[config.mk]
export PLATFORM = sky130hd
export DESIGN_NAME = branch_hazard_ctrl
export DESIGN_NICKNAME = d
export VERILOG_FILES = /design/src/rtl/branch_hazard_ctrl.sv
export SDC_FILE = /design/constraint.sdc
export NUM_CORES = 1
export LEC_CHECK = 0
export BUFFER_PORTS_ARGS = -buffer_cell sky130_fd_sc_hd__buf_2
export CAP_MARGIN = 10
export CORE_MARGIN = 10
export CORE_UTILIZATION = 50
export CTS_CLUSTER_SIZE = 12
export DETAILED_ROUTE_END_ITERATION = 7
export GPL_TIMING_DRIVEN = 0
export PLACE_DENSITY = 0.79
export SYNTH_ARGS = -nofsm -noshare
export SYNTH_HDL_FRONTEND = slang
export SYNTH_SLANG_ARGS = --single-unit
[constraint.sdc]
create_clock -name clk -period 5.75 [get_ports clk]
set_clock_uncertainty 0.1 [all_clocks]
set_input_delay 0.8625 -clock clk [delete_from_list [all_inputs] [get_ports clk]]
set_output_delay 0.8625 -clock clk [all_outputs]
set_load 0.02 [all_outputs]
[src/rtl/branch_hazard_ctrl.sv]
// rtl/branch_hazard_ctrl.sv - ID-stage branch hazard control: forwarding select, stall, flush
//
// Purpose: resolves a conditional branch held in IF/ID. Picks the comparator
// operand sources, stalls the front end while an operand is still in flight,
// and redirects the PC / squashes IF/ID on a taken branch.
//
// Ports:
//   clk, rst                      clock, synchronous active-high reset
//   IsBranch, IFID_Rs1/Rs2        branch in IF/ID and its source registers
//   IDEX_* / EXMEM_* / MEMWB_*    destination, write-enable and load flags of later stages
//   BranchCmp                     comparator result (1 = taken)
//   Ext_Stall                     global pipeline freeze
//   Ctrl_Mux_1/2_Branch           operand source: 00 regfile, 01 EXMEM ALU, 10 MEMWB mem data
//   Stall_Front, Bubble_IDEX      hold PC/IF/ID, inject NOP into ID/EX
//   Flush_IFID, PC_Sel_Branch     taken-branch redirect
//   Stall_Count, Taken_Count      saturating debug counters
module branch_hazard_ctrl #(
  parameter int CNT_W  = 16,
  parameter int REG_AW = 5
) (
  input  logic              clk,
  input  logic              rst,
  input  logic              IsBranch,
  input  logic [REG_AW-1:0] IFID_Rs1,
  input  logic [REG_AW-1:0] IFID_Rs2,
  input  logic [REG_AW-1:0] IDEX_Rd,
  input  logic              IDEX_RegWrite,
  input  logic              IDEX_MemRead,
  input  logic [REG_AW-1:0] EXMEM_Rd,
  input  logic              EXMEM_RegWrite,
  input  logic              EXMEM_MemRead,
  input  logic [REG_AW-1:0] MEMWB_Rd,
  input  logic              MEMWB_RegWrite,
  input  logic              BranchCmp,
  input  logic              Ext_Stall,
  output logic [1:0]        Ctrl_Mux_1_Branch,
  output logic [1:0]        Ctrl_Mux_2_Branch,
  output logic              Stall_Front,
  output logic              Bubble_IDEX,
  output logic              Flush_IFID,
  output logic              PC_Sel_Branch,
  output logic [CNT_W-1:0]  Stall_Count,
  output logic [CNT_W-1:0]  Taken_Count
);

  typedef enum logic [1:0] {IDLE, STALL, FLUSH} state_e;

  state_e             state_q, state_d;
  logic [1:0]         rem_q, rem_d;
  logic [CNT_W-1:0]   stall_cnt_q, stall_cnt_d;
  logic [CNT_W-1:0]   taken_cnt_q, taken_cnt_d;

  logic               stall_int, bubble_int, flush_int, pcsel_int;
  logic [1:0]         need1, need2, need;
  logic [1:0]         fwd1, fwd2;

  // x0 never creates a dependency, whatever Rd an older stage reports.
  function automatic logic hit(input logic [REG_AW-1:0] rs, input logic [REG_AW-1:0] rd,
                               input logic we);
    return (rs != '0) && we && (rd == rs);
  endfunction

  function automatic logic [1:0] need_of(input logic [REG_AW-1:0] rs);
    if (hit(rs, IDEX_Rd, IDEX_RegWrite))
      return IDEX_MemRead ? 2'd2 : 2'd1;
    else if (hit(rs, EXMEM_Rd, EXMEM_RegWrite) && EXMEM_MemRead)
      return 2'd1;
    else
      return 2'd0;
  endfunction

  // The regfile does not bypass same-cycle writes, so a WB producer must be forwarded.
  function automatic logic [1:0] fwd_of(input logic [REG_AW-1:0] rs);
    if (hit(rs, EXMEM_Rd, EXMEM_RegWrite) && !EXMEM_MemRead)
      return 2'b01;
    else if (hit(rs, MEMWB_Rd, MEMWB_RegWrite))
      return 2'b10;
    else
      return 2'b00;
  endfunction

  always_comb begin
    need1 = need_of(IFID_Rs1);
    need2 = need_of(IFID_Rs2);
    need  = (need1 > need2) ? need1 : need2;
    fwd1  = fwd_of(IFID_Rs1);
    fwd2  = fwd_of(IFID_Rs2);
  end

  always_comb begin
    state_d    = state_q;
    rem_d      = rem_q;
    stall_int  = 1'b0;
    bubble_int = 1'b0;
    flush_int  = 1'b0;
    pcsel_int  = 1'b0;
    case (state_q)
      IDLE: begin
        if (IsBranch) begin
          if (need != 2'd0) begin
            stall_int  = 1'b1;
            bubble_int = 1'b1;
            rem_d      = need - 2'd1;
            // A single-cycle stall stays in IDLE and re-evaluates next cycle.
            state_d    = (need > 2'd1) ? STALL : IDLE;
          end else if (BranchCmp) begin
            flush_int = 1'b1;
            pcsel_int = 1'b1;
            state_d   = FLUSH;
          end
        end
      end
      STALL: begin
        stall_int  = 1'b1;
        bubble_int = 1'b1;
        rem_d      = (rem_q == 2'd0) ? 2'd0 : rem_q - 2'd1;
        if (rem_q <= 2'd1)
          state_d = IDLE;
      end
      FLUSH: begin
        // Slot holds the squashed fall-through instruction; IsBranch is ignored.
        state_d = IDLE;
      end
      default: state_d = IDLE;
    endcase
  end

  always_comb begin
    stall_cnt_d = stall_cnt_q;
    taken_cnt_d = taken_cnt_q;
    if (stall_int && !(&stall_cnt_q))
      stall_cnt_d = stall_cnt_q + CNT_W'(1);
    if (pcsel_int && !(&taken_cnt_q))
      taken_cnt_d = taken_cnt_q + CNT_W'(1);
  end

  always_ff @(posedge clk) begin
    if (rst) begin
      state_q     <= IDLE;
      rem_q       <= 2'd0;
      stall_cnt_q <= '0;
      taken_cnt_q <= '0;
    end else if (!Ext_Stall) begin
      state_q     <= state_d;
      rem_q       <= rem_d;
      stall_cnt_q <= stall_cnt_d;
      taken_cnt_q <= taken_cnt_d;
    end
  end

  // Ext_Stall holds the front end but must not bubble or redirect, since nothing advances.
  always_comb begin
    Stall_Front       = !rst && (Ext_Stall || stall_int);
    Bubble_IDEX       = !rst && !Ext_Stall && bubble_int;
    Flush_IFID        = !rst && !Ext_Stall && flush_int;
    PC_Sel_Branch     = !rst && !Ext_Stall && pcsel_int;
    Ctrl_Mux_1_Branch = 2'b00;
    Ctrl_Mux_2_Branch = 2'b00;
    if (!rst && (state_q == IDLE) && (need == 2'd0)) begin
      Ctrl_Mux_1_Branch = fwd1;
      Ctrl_Mux_2_Branch = fwd2;
    end
  end

  assign Stall_Count = stall_cnt_q;
  assign Taken_Count = taken_cnt_q;

endmodule

==> metrics.txt <==
FF-to-FF setup slack 3.46 ns; DR vias/cell 5.348; CTS resizes 0; Crit path required time 4.79 ns; Comb pwr share 13.2%; Cell variety after synth 45; CTS Buf Count 5; core area 4354 um^2; dpl hpwl 4734 um; non-filler instance count after layout 405; I/O Buffers 74; area leader, netlist dfxtp_1; Synth Instances 271; gr usage total 14.82%; Seq pwr share 49.8%; Worst R2R End Taken_Count[13]$_SDFFE_PP0P_; Fin. Hold Viols 0; largest net degree at the start of global routing 11; Mapped Nets 312; Iteration-0 DRC Markers 106; sw frac 25.27%; htree depth 2; Pwr per Cell Area 181.8 nW/um^2; pre-CTS WS 0.1825 ns; worst slew pin tran 0.6964 ns; Setup TNS 0 ns; Area Overhead vs Synth 24.20%; Placed Cells 397; GRT Residual Overflow 0; Min-Delay Endpoint rem_q[0]$_SDFFE_PP0P_; total power 0.5053 mW; final net count 393; ys flop type dfxtp_1; switching power total 0.1277 mW; arrival time at the worst endpoint 4.59 ns; Post-synth EDFFs 0; ranking of synthesized cells by area dfxtp_1 32%, xor2_1 14%, xnor2_1 9.4%, nor2_1 8.6%, nand4_1 3.9%; Pre-antenna DRT Iters 5; Hold Crit Class flop to flop; Avg Inst Size Synth 8.260 um^2; Hold Path Depth 2; root buffer cell clkbuf_8; I/O pin total 75; cell-internal power 0.3776 mW; GPL Wtd Cong 0.8344; CTS tree built; # hold bufs at CTS 0; Clock Path Buffers 2; DRT antenna net count 0; worst setup path class input pin to output pin; Routed WL per cell 14.54 um; setup violators final 0; Final period util 96.51%; fin area 2780 um^2; Max-Slew Margin vs Limit 53.30%; top cell type's share of synthesized area 32.20%; critical path peak fanout 4; WL final 5888 um; Static Leak 1.196 nW; outcome completed; row count 24; vias in the first global route 2,005; mapped cell area 2238 um^2; Area after DPL 2674 um^2; hold path start rem_q[0]$_SDFFE_PP0P_; DR vias 2,166; n_diodes 0; Max Cap Violations 0; Ys Warns 0; final core occ 63.85%; Async S/R FF share, synth 0%; R2R depth 7; Startpoint Class input pin; Clock Power Share 37.0%; global-route wire length before repair 9259 um; Crit. End Element output pin; Peak VDD IR 0.0001214 V; clock-pin transition on the worst setup and hold timing paths 0.07 ns; worst r2r src state_q[1]$_SDFFE_PP0P_; max frequency 180.2 MHz; chip height 86.91 um; clock latency at the later pin of the worst-skew pair 0.29 ns; Post-CTS Setup Inserts 0; FF+latch count, synth 36; initial core utilization 51.41%; # DRC 0; RSZ-0062 raised after global routing false; Seq/Total Area, Yosys 32.20%; fraction of layout cells with a size suffix above 1 27.20%; initial antenna violation count 0; Die X 86.91 um; full die area 7553 um^2; Final Slew Violations 0; fin crit period 5.549 ns; Fin Hold WS 0.3928 ns; worst setup margin 0.2005 ns; Num Clock Sinks 36
-- cells in the final DEF, fill, tap and decap left out, types with 6 or more instances in the layout --
| master | synthesis | final |
|---|---|---|
| inv_1 | 8 | 8 |
| nor3_1 | 6 | 6 |
| a21oi_1 | 7 | 7 |
| nand3_1 | 8 | 8 |
| dfxtp_1 | 36 | 36 |
| nor2_1 | 51 | 50 |
| xnor2_1 | 24 | 24 |
| xor2_1 | 35 | 35 |
| nand2_1 | 20 | 20 |
| nand4_1 | 14 | 14 |
| clkbuf_8 | 0 | 6 |
| buf_2 | 0 | 74 |
-- cell families (layout without fill, tap and decap cells) --
kind of cell | after synthesis | in the layout | synth area share (%)
simple gates | 130 | 130 | 29.57
xor+xnor | 59 | 59 | 23.09
flops | 36 | 36 | 32.20
compound gates | 24 | 24 | 8.050
buf+inv | 14 | 96 | 2.851
fa+ha+maj | 6 | 6 | 3.354
mux | 2 | 2 | 0.8944
-- state kept, by name, indices dropped and copies added (netlist names) --
signal       flops
rem_q            2
Stall_Count     16
state_q          2
Taken_Count     16
-- synth_stat cells (all sizes together), types with 5 or more instances --
cell / number
ha: 6
nor3: 6
nand2: 20
xnor2: 24
dfxtp: 36
nand3: 8
and4: 5
xor2: 35
nor2: 52
inv: 8
a21oi: 8
nand4: 14
-- layer usage --
layer	vias up	wire, um	global-route usage [%]
met4	0	47	4.418
met5	-	0	0
met3	7	370	4.307
li1	1098	-	-
met1	1006	2462	17.03
met2	55	3007	25.72
-- power by group through the flow --
| stage | Clock [mW] | Sequential [mW] | Combinational [mW] |
|---|---|---|---|
| 6_report | 0.187 | 0.252 | 0.0665 |
| 4_1_cts | 0.191 | 0.252 | 0.0660 |
| 5_1_grt | 0.202 | 0.252 | 0.0725 |
| 3_3_place_gp | 0 | 0.257 | 0.0636 |
| 3_5_place_dp | 0 | 0.257 | 0.0655 |
| 2_1_floorplan | 0 | 0.258 | 0.0352 |
-- critical path: stages --
cell and delay, ns:
buf_2 0.14, or4_1 0.55, nor2_2 0.16, or4_1 0.18, nor2_1 0.09, a22o_1 0.21, ha_1 0.26, inv_1 0.05
o22ai_1 0.12, and2_1 0.18, a22o_1 0.25, a211oi_2 0.17, ha_2 0.21, or3b_1 0.40, or2_2 0.33, nor2_1 0.14
buf_4 0.12, buf_2 0.15
-- worst max-delay path by stage --
stage,slack (ns),from,endpoint,cells after the start
after floorplan,0.48,IFID_Rs2[1],PC_Sel_Branch,16
after CTS,0.17,IFID_Rs2[1],PC_Sel_Branch,18
final,0.20,IFID_Rs2[1],PC_Sel_Branch,18
after global routing,0.007,IFID_Rs2[1],PC_Sel_Branch,18
after global placement,0.21,IFID_Rs2[2],PC_Sel_Branch,18
after detailed placement,0.18,IFID_Rs2[1],PC_Sel_Branch,18
-- cell type report --
| cell class | instances | area (um^2) |
|---|---|---|
| Multi-Input combinational cell | 221 | 1470 |
| Sequential cell | 36 | 720.7 |
| Timing Repair Buffer | 74 | 370.4 |
| Buffer | 6 | 33.78 |
| Fill cell | 419 | 1574 |
| Inverter | 8 | 30.03 |
| Clock buffer | 8 | 90.09 |
| Tap cell | 52 | 65.06 |
Note: power is estimated with default switching activity, not from simulation.
